## src/rtl/command_serial_transmitter.sv

```systemverilog
// command_serial_transmitter: serializes a latched command as start(1-0-1), data MSB first, then a low gap
module command_serial_transmitter #(
    parameter int BIT_CYCLES = 2,
    parameter int DATA_W     = 4,
    parameter int GAP_BITS   = 7
) (
    input  logic              Clk_In,
    input  logic              Reset_In,
    input  logic [DATA_W-1:0] Cmd_In,
    input  logic              Cmd_Valid,
    output logic              Cmd_Ready,
    input  logic              Repeat_En,
    output logic              Serial_Out,
    output logic              Busy,
    output logic              Frame_Done
);
    localparam int M1   = DATA_W > 3 ? DATA_W : 3;
    localparam int MAXB = GAP_BITS > M1 ? GAP_BITS : M1;
    localparam int BW   = $clog2(MAXB);
    localparam int PW   = BIT_CYCLES > 1 ? $clog2(BIT_CYCLES) : 1;
    localparam logic [PW-1:0] PRE_LAST   = PW'(BIT_CYCLES - 1);
    localparam logic [BW-1:0] START_LAST = BW'(2);
    localparam logic [BW-1:0] DATA_LAST  = BW'(DATA_W - 1);
    localparam logic [BW-1:0] GAP_LAST   = BW'(GAP_BITS - 1);

    typedef enum logic [1:0] {IDLE, START, DATA, GAP} state_t;

    state_t            state, nxt_state;
    logic [PW-1:0]     pre, nxt_pre;
    logic [BW-1:0]     bit_cnt, nxt_bit;
    logic [DATA_W-1:0] cmd, nxt_cmd, sh, nxt_sh;
    logic              pre_wrap, last_bit, gap_end, accept;

    always_comb begin
        pre_wrap  = pre == PRE_LAST;
        last_bit  = state == START ? bit_cnt == START_LAST :
                    state == DATA  ? bit_cnt == DATA_LAST  : bit_cnt == GAP_LAST;
        gap_end   = state == GAP && last_bit && pre_wrap;
        Cmd_Ready = !Reset_In && (state == IDLE || gap_end);
        accept    = Cmd_Valid && Cmd_Ready;
        nxt_state = state;
        nxt_pre   = pre;
        nxt_bit   = bit_cnt;
        nxt_cmd   = cmd;
        nxt_sh    = sh;
        if (state == IDLE) begin
            if (accept) begin
                nxt_state = START;
                nxt_cmd   = Cmd_In;
            end
        end else begin
            nxt_pre = pre_wrap ? '0 : pre + PW'(1);
            if (pre_wrap) begin
                nxt_bit = last_bit ? '0 : bit_cnt + BW'(1);
                if (state == DATA && !last_bit)
                    nxt_sh = sh << 1;
                if (last_bit) begin
                    // a fresh command in the last gap cycle outranks repeating the old one
                    nxt_state = state == START ? DATA :
                                state == DATA  ? GAP  :
                                (accept || Repeat_En) ? START : IDLE;
                    if (state == START)
                        nxt_sh = cmd;
                    if (gap_end && accept)
                        nxt_cmd = Cmd_In;
                end
            end
        end
    end

    always_ff @(posedge Clk_In) begin
        if (Reset_In) begin
            state      <= IDLE;
            pre        <= '0;
            bit_cnt    <= '0;
            cmd        <= '0;
            sh         <= '0;
            Serial_Out <= 1'b0;
            Busy       <= 1'b0;
            Frame_Done <= 1'b0;
        end else begin
            state      <= nxt_state;
            pre        <= nxt_pre;
            bit_cnt    <= nxt_bit;
            cmd        <= nxt_cmd;
            sh         <= nxt_sh;
            Serial_Out <= nxt_state == START ? ~nxt_bit[0] : nxt_state == DATA && nxt_sh[DATA_W-1];
            Busy       <= nxt_state != IDLE;
            Frame_Done <= nxt_state == GAP && nxt_bit == GAP_LAST && nxt_pre == PRE_LAST;
        end
    end
endmodule

```

## config.mk

```make
export PLATFORM = sky130hd
export DESIGN_NAME = command_serial_transmitter
export DESIGN_NICKNAME = d
export VERILOG_FILES = /design/src/rtl/command_serial_transmitter.sv
export SDC_FILE = /design/constraint.sdc
export NUM_CORES = 1
export LEC_CHECK = 0
export CORE_MARGIN = 8
export CORE_UTILIZATION = 60
export DETAILED_ROUTE_END_ITERATION = 6
export DONT_BUFFER_PORTS = 1
export PLACE_DENSITY_LB_ADDON = 0.1
export SYNTH_ARGS = -nofsm -noshare
export SYNTH_HDL_FRONTEND = slang
export SYNTH_SLANG_ARGS = --single-unit
```

## constraint.sdc

```tcl
create_clock -name Clk_In -period 2.33 [get_ports Clk_In]
set_input_delay 0 -clock Clk_In [delete_from_list [all_inputs] [get_ports Clk_In]]
set_output_delay 0 -clock Clk_In [all_outputs]
set_load 0.02 [all_outputs]
```

==> metrics.yaml, run 1 <==
final_net_count: 130
grt_pass1_wl_um: 3690
io_buffers: 0
synthCells: 105
reg2regPathDepth: 7
finalHoldViolations: 0
hold_path_depth: 1
yosysSeqAreaShare: 0.349
syn_area_sq_um: 975
p_int_mw: 0.401
place_congestion: 0.850
slowest_delay_ps: 390
antenna_cells: 0
slowest_stage: "dfxtp_1"
p_switching_mw: 0.152
cp.required_ps: 2570
p_seq_frac: 0.564
yosys_warnings: 0
worst_pin_slew_ps: 674
cap_violations: 0
die_area_sq_mm: 0.00317
ys_types: 39
combPwrFrac: 0.142
synth_area_leaders: "dfxtp_1 35%, ha_1 9.0%, nor2_1 6.9%"
synth-simple-area-share: 0.245
yosys.area.top_type_share: 0.349
avgRoutedWirePerCell_um: 17.0
p_clk_frac: 0.294
chipWidth_um: 56.3
regArea_sq_um: 340
multi_input_area_sq_um: 611
slew_viol_final: 0
avgViaCountPerCell: 6.18
clock.fmax_mhz: 450
cts_setup_buffers: 0
io_pins: 12
grt_overflow: 0
min_period_over_period: 0.953
r2r_end: "Serial_Out"
path_clk_slew_ps: 100
finalPower_mw: 0.552
rsz0062_at_grt: "no"
cts_inserted_buffers: 3
clockBufferDepth: 2
synthToLayoutAreaGrowth_pct: 12.5
drc: 0
root_buffer: "clkbuf_4"
ant_nets: 0
synth_fa_ha_area_frac: 0.0899
synth_ff_type: "dfxtp_1"
end_kind: "flop"
tritoncts: "yes"
grt_pass1_vias: 812
fin_crit_ps: 2220
firstDrtPassIters: 5
synth_edf_count: 0
max_slew_margin: 0.549
num_vias: 804
dp_hpwl_um: 1560
holdWs_ps: 84.6
synth_mux_area_frac: 0.0706
rr_startpoint: "state[0]"
critical_path.top_delay_family: "compound AO/OA/AOI/OAI gates"
routed_wl_um: 2200
power_density_mw_per_mm2: 504
cp-start-kind: "flop"
crit_buf_inv: 1
synth-seq-cells: 17
drive_above_1_share: 0.167
status: "complete, no violations"
synth_fp_nets: 120
clock-sinks: 17
n_fill_cell: 114
synth.largest_area_cell: "dfxtp_1"
setup_tns_ps: 0
start_util: 0.640
crit_type: "reg2reg"
path_cells: "inv_1, ha_1, xor2_4, a31o_4, mux2_4, nor4_4, a32o_1"
hp-start: "Reset_In"
synth_compound_area_frac: 0.178
power.leakage_nw: 0.409
finalSetupViolCount: 0
holdCritPathClass: "in2out"
die_y_um: 56.3
final_cell_mix: "18 x nor2_1, 17 x dfxtp_1, 7 x inv_1, 7 x a21oi_1, 7 x ha_1"
ir_drop_mv: 0.408
antenna_found_initial: 0
fin_worst_skew_ps: 1.87
grt_max_degree: 17
final_common_cell: "nor2_1"
synth_top_family_by_area: "simple AND/OR/NAND/NOR gates"
synth_xor_area_frac: 0.0257
drtIter0Drc: 32
worst-r2r-setup-slack_ps: 110
postSynthAreaPerCell_sq_um: 9.28
rows: 14
whs_endpoint: "Cmd_Ready"
grt_use_total: 0.142
cts-htree-levels: 1
power.share.switching: 0.275
core_sq_mm: 0.00152
clock_latency_ps: 300
worstPathArrival_ps: 2460
worstPathMaxFanout: 7
async_flop_share: 0
## worst max-delay path by stage
stage / start / to / slack, ps / cells after the start
2_1_floorplan: state[0] / Serial_Out / 300 / 7
3_3_place_gp: state[0] / Serial_Out / 160 / 7
3_5_place_dp: state[0] / Serial_Out / 90 / 7
4_1_cts: state[0] / Serial_Out / 60 / 7
5_1_grt: state[0] / Serial_Out / 7 / 7
6_report: state[0] / Serial_Out / 110 / 7
## power groups by stage
stage	logic (mW)	registers, mW	clock network (mW)
5_1_grt	0.0845	0.312	0.170
3_5_place_dp	0.0632	0.318	0
3_3_place_gp	0.0613	0.318	0
4_1_cts	0.0749	0.311	0.157
2_1_floorplan	0.0558	0.316	0
6_report	0.0787	0.311	0.162
## kinds of logic (layout without fill, tap and decap cells)
logic type                 after synthesis  after routing
AOI/OAI and AO/OA                       22             22
xor gates and xnor gates                 2              2
adders and majority gates                7              7
buffers and inverters                   10             19
DFF                                     17             17
muxes                                    6              6
and+or+nand+nor                         41             41
## sequential cells by signal, summed over array words and instances (netlist names)
register and count:
bit_cnt 3, Frame_Done 1, sh 4, cmd 4, pre 1, Serial_Out 1, Busy 1, state 2
## cells in the mapped netlist (2+ instances only)
cell      number
a21oi_1        7
nor2_1        18
inv_1          7
nor2b_1        3
o21ai_0        2
ha_1           7
nor3_1         2
nand2_1        4
mux2i_1        4
o22ai_1        2
nand3_1        2
a211oi_1       3
dfxtp_1       17
nand2b_1       2
## repair_timing
| action | 4_1_cts | 5_1_grt |
|---|---|---|
| resized for setup | 0 | 2 |
| hold buffers | 5 | 0 |
| setup endpoints to repair | 0 | 7 |
| endpoints found under the hold margin | 16 | 0 |
## area by class of cell
class                   instances  share of cell area
well taps                      16              0.0183
repair buffers                  8              0.0662
multi-input cells              78               0.557
clock buffers                   4              0.0240
flip-flops and latches         17               0.311
inverters                       7              0.0240
## stage by stage
step,std cells,util,area [sq um],setup slack [ps]
2_1_floorplan,105,-,975,304
3_3_place_gp,121,0.658,1000,162
6_report,130,0.719,1100,109
5_1_grt,130,0.719,1100,6.71
4_1_cts,130,0.709,1080,63.3
3_5_place_dp,121,0.658,1000,87.1
## layer usage
| layer | wire [um] | vias to the layer above | GRT usage |
|---|---|---|---|
| li1 | - | 389 | - |
| met1 | 1040 | 382 | 0.181 |
| met2 | 1010 | 28 | 0.220 |
| met3 | 111 | 5 | 0.0270 |
| met4 | 46 | 0 | 0.0722 |
| met5 | 0 | - | 0 |
## worst register-to-register path, cell delays in order (launching register included)
cell     delay [ps]
dfxtp_1         390
inv_1            90
ha_1            390
xor2_4          240
a31o_4          290
mux2_4          310
nor4_4          280
a32o_1          180
Note: power is estimated with default switching activity, not from simulation.
==> inputs of run 2 (changes only) <==
--- a/config.mk
+++ b/config.mk
@@ -5,8 +5,10 @@
 export SDC_FILE = /design/constraint.sdc
 export NUM_CORES = 1
 export LEC_CHECK = 0
+export CELL_PAD_IN_SITES_DETAIL_PLACEMENT = 1
+export CELL_PAD_IN_SITES_GLOBAL_PLACEMENT = 2
 export CORE_MARGIN = 8
-export CORE_UTILIZATION = 60
+export CORE_UTILIZATION = 37
 export DETAILED_ROUTE_END_ITERATION = 6
 export DONT_BUFFER_PORTS = 1
 export PLACE_DENSITY_LB_ADDON = 0.1
==> constraint.sdc (replaced) <==
create_clock -name Clk_In -period 2.33 [get_ports Clk_In]
set_input_delay 0.1165 -clock Clk_In [delete_from_list [all_inputs] [get_ports Clk_In]]
set_output_delay 0.1165 -clock Clk_In [all_outputs]
set_load 0.02 [all_outputs]
==> metrics.yaml, run 2 (synthesis gave the netlist of run 1 again) <==
place_congestion: 0.782
avgRoutedWirePerCell_um: 17.6
cts_setup_buffers: 0
die_area_sq_mm: 0.00453
p_clk_frac: 0.299
combPwrFrac: 0.144
worst-r2r-setup-slack_ps: 150
avgViaCountPerCell: 5.61
grt_max_degree: 17
cts_inserted_buffers: 3
end_kind: "flop"
finalSetupViolCount: 0
firstDrtPassIters: 4
path_clk_slew_ps: 110
clock.fmax_mhz: 458
ant_nets: 0
grtUsageMet2: 0.201
worstPathArrival_ps: 2400
root_buffer: "clkbuf_4"
holdCritPathClass: "in2reg"
grtUsageMet1: 0.151
start_util: 0.393
io_pins: 12
cap_violations: 0
drtIter0Drc: 25
final_util: 0.458
grt_overflow: 0
cts-htree-levels: 1
power.leakage_nw: 0.416
status: "complete, no violations"
startpoint: "state[0]"
rows: 18
clock-sinks: 17
clock_latency_ps: 300
r2r_end: "Frame_Done"
routed_wl_um: 2560
final_net_count: 131
setup_tns_ps: 0
num_vias: 814
crit_type: "reg2reg"
antenna_cells: 0
synthToLayoutAreaGrowth_pct: 16.3
grt_use_total: 0.122
final_common_cell: "nor2_1"
critPathCapture: "Frame_Done"
grt_pass1_vias: 843
clockBufferDepth: 2
p_switching_mw: 0.159
dp_hpwl_um: 1920
worstPathMaxFanout: 7
fin_crit_ps: 2180
grtUsageMet3: 0.0281
p_int_mw: 0.401
min_period_over_period: 0.937
ir_drop_mv: 0.262
largest_registers: "cmd x4, sh x4, bit_cnt x3"
die_y_um: 67.3
rsz0062_at_grt: "no"
power.share.switching: 0.284
drc: 0
chipWidth_um: 67.3
io_buffers: 0
grt_pass1_wl_um: 4170
cp.required_ps: 2550
antenna_found_initial: 0
final_cell_mix: "18 x nor2_1, 17 x dfxtp_1, 7 x inv_1, 7 x a21oi_1, 7 x ha_1"
fin_worst_skew_ps: 8.07
worst_pin_slew_ps: 716
power_density_mw_per_mm2: 494
top_usage_layer: "met2"
cp-start-kind: "flop"
slew_viol_final: 0
drive_above_1_share: 0.165
max_slew_margin: 0.521
tritoncts: "yes"
rr_startpoint: "state[0]"
p_seq_frac: 0.557
core_sq_mm: 0.00248
finalHoldViolations: 0
reg2regPathDepth: 7
[run 2: power groups by stage]
stage | combinational, mW | sequential (mW) | clock (mW)
floorplan | 0.0558 | 0.316 | 0
global placement | 0.0636 | 0.319 | 0
detailed placement | 0.0652 | 0.319 | 0
CTS | 0.0771 | 0.313 | 0.173
global route | 0.0880 | 0.314 | 0.180
finish | 0.0807 | 0.312 | 0.167
[run 2: repair_timing]
action | CTS | global route
hold buffers | 5 | 0
resized for setup | 0 | 3
hold endpoints to repair | 16 | 0
setup endpoints to repair | 0 | 7
[run 2: final cells by class]
type	count	area (sq um)
Tap cell	30	37.5
Timing Repair Buffer	9	80.1
Clock buffer	4	26.3
Fill cell	306	1340
Multi-Input combinational cell	78	623
Sequential cell	17	340
Inverter	7	26.3
[run 2: worst min-delay path by stage]
stage	from	to	cells after the start
floorplan	Cmd_In[0]	cmd[0]	2
global placement	Reset_In	pre	1
detailed placement	Reset_In	pre	1
CTS	Reset_In	state[1]	4
global route	Reset_In	cmd[3]	4
finish	Reset_In	state[1]	4
[run 2: metrics by stage]
step	hold WS (ps)	setup slack (ps)	power, mW	area, sq um	cells
final	266	146	0.560	1130	145
after global routing	293	8.53	0.582	1130	145
after CTS	263	8.94	0.563	1100	145
after detailed placement	189	61.2	0.385	1030	136
after global placement	187	81.6	0.383	1030	136
after floorplan	264	304	0.371	975	105
[run 2: routing by layer]
layer	wire [um]	vias up
met5	0	-
met4	40	0
met3	103	4
met2	1220	17
met1	1200	399
li1	-	394
[run 2: worst max-delay path, cell delays in order, from the launching register on]
cell     delay [ps]
dfxtp_1         390
inv_1            80
ha_1            390
xor2_4          290
nand4_4         190
mux2i_4         260
or3_1           360
nor4_2          130
==> inputs of run 3 (changes only) <==
--- a/config.mk
+++ b/config.mk
@@ -11,6 +11,7 @@
 export CORE_UTILIZATION = 37
 export DETAILED_ROUTE_END_ITERATION = 6
 export DONT_BUFFER_PORTS = 1
+export GPL_ROUTABILITY_DRIVEN = 0
 export PLACE_DENSITY_LB_ADDON = 0.1
 export SYNTH_ARGS = -nofsm -noshare
 export SYNTH_HDL_FRONTEND = slang
==> constraint.sdc (replaced) <==
create_clock -name Clk_In -period 2.5 [get_ports Clk_In]
set_input_delay 0.125 -clock Clk_In [delete_from_list [all_inputs] [get_ports Clk_In]]
set_output_delay 0.125 -clock Clk_In [all_outputs]
set_load 0.02 [all_outputs]
==> metrics.yaml, run 3 (synthesis gave the netlist of run 1 again) <==
status: "complete, but fails checks"
violations: "hold timing"
regArea_sq_um: 340
start_util: 0.393
routed_wl_um: 2470
crit_type: "reg2reg"
fin_cells: 142
rsz0062_at_grt: "no"
worstPathMaxFanout: 7
power_density_mw_per_mm2: 478
drtIter0Drc: 10
dp.cells: 134
p_clk_frac: 0.303
cts_setup_buffers: 0
cts-htree-levels: 1
largest_registers: "cmd x4, sh x4, bit_cnt x3"
holdWs_ps: -9.65
core_sq_mm: 0.00248
finalSetupViolCount: 0
drive_above_1_share: 0.152
clock_latency_ps: 300
fin_crit_ps: 2300
final_net_count: 128
clock-sinks: 17
slowest_delay_ps: 410
fin_worst_skew_ps: 7.04
final_util: 0.436
power.share.switching: 0.281
worstPathArrival_ps: 2500
holdCritPathClass: "in2reg"
combPwrFrac: 0.134
clock.fmax_mhz: 434
grt_use_total: 0.118
cts_resized: 0
root_buffer: "clkbuf_4"
grt_max_degree: 17
final_common_cell: "nor2_1"
io_pins: 12
slew_viol_final: 0
critical_path.top_delay_family: "flip-flops"
io_buffers: 0
avgRoutedWirePerCell_um: 17.4
cts_inserted_buffers: 3
crit_buf_inv: 1
path_cells: "inv_1, ha_1, xor2_2, nand4_2, mux2i_2, nor2_1, a32o_1"
worst_pin_slew_ps: 704
synthToLayoutAreaGrowth_pct: 10.8
power.leakage_nw: 0.398
tritoncts: "yes"
grt_overflow: 0
p_switching_mw: 0.145
min_period_over_period: 0.921
grt_pass1_wl_um: 4030
finalHoldViolations: 1
drc: 0
ir_drop_mv: 0.336
cp.required_ps: 2690
ant_nets: 0
slowest_stage: "dfxtp_1"
antenna_found_initial: 0
num_vias: 787
multi_input_area_sq_um: 594
grt_pass1_vias: 799
max_slew_margin: 0.529
final_cell_mix: "18 x nor2_1, 17 x dfxtp_1, 7 x inv_1, 7 x a21oi_1, 7 x ha_1"
rows: 18
clockBufferDepth: 2
antenna_cells: 0
dp_hpwl_um: 1860
n_fill_cell: 310
chipWidth_um: 67.3
end_kind: "flop"
firstDrtPassIters: 4
avgViaCountPerCell: 5.54
die_area_sq_mm: 0.00453
cap_violations: 0
path_clk_slew_ps: 110
p_int_mw: 0.371
p_seq_frac: 0.563
die_y_um: 67.3
cp-start-kind: "flop"
setup_tns_ps: 0
run 3: cell count changes in the layout (fill, tap and decap cells not counted), sizes merged:
cell and delta:
dlygate4sd3 -1, buf -2
run 3: metal layers:
| metal | vias up | wire length [um] | global-route usage |
|---|---|---|---|
| met1 | 382 | 1220 | 0.145 |
| met2 | 8 | 1150 | 0.192 |
| met3 | 4 | 71 | 0.0281 |
| met5 | - | 0 | 0 |
| met4 | 0 | 27 | 0.0470 |
| li1 | 393 | - | - |
run 3: path summary, 6_finish.rpt:
kind / startpoint / to / slack (ps) / cells after the start
worst max register to register: state[1] / Serial_Out / 200 / 7
worst max-delay path: state[1] / Serial_Out / 200 / 7
worst min-delay path: Cmd_In[2] / cmd[2] / -10 / 2
worst min register to register: sh[0] / sh[0] / 480 / 2
run 3: what timing repair did:
action,in CTS,in global routing
endpoints found under the setup margin,0,0
endpoints found under the hold margin,16,0
hold buffers,4,0
run 3: layout make-up:
cell class,count,share of cell area
Clock buffer,4,0.0243
Inverter,7,0.0243
Multi-Input combinational cell,78,0.550
Sequential cell,17,0.315
Tap cell,30,0.0348
Timing Repair Buffer,6,0.0510
run 3: per-stage QoR:
step / setup slack, ps / hold slack (ps) / area (sq um) / total power [mW]
2_1_floorplan: 474 / 272 / 975 / 0.346
3_3_place_gp: 272 / 195 / 1010 / 0.356
3_5_place_dp: 234 / 196 / 1010 / 0.358
4_1_cts: 194 / 10.0 / 1080 / 0.521
5_1_grt: 85.5 / 9.41 / 1080 / 0.536
6_report: 197 / -9.65 / 1080 / 0.516
run 3: power groups by stage:
stage,sequential (mW),clock (mW),combinational (mW)
CTS,0.291,0.159,0.0702
global placement,0.297,0,0.0590
detailed placement,0.297,0,0.0602
floorplan,0.294,0,0.0520
global route,0.292,0.168,0.0757
finish,0.291,0.156,0.0692
run 3: worst reg2reg max path: stages (launching register included):
cell and delay, ps:
dfxtp_1 410, inv_1 90, ha_1 340, xor2_2 370, nand4_2 250, mux2i_2 330
nor2_1 120, a32o_1 290
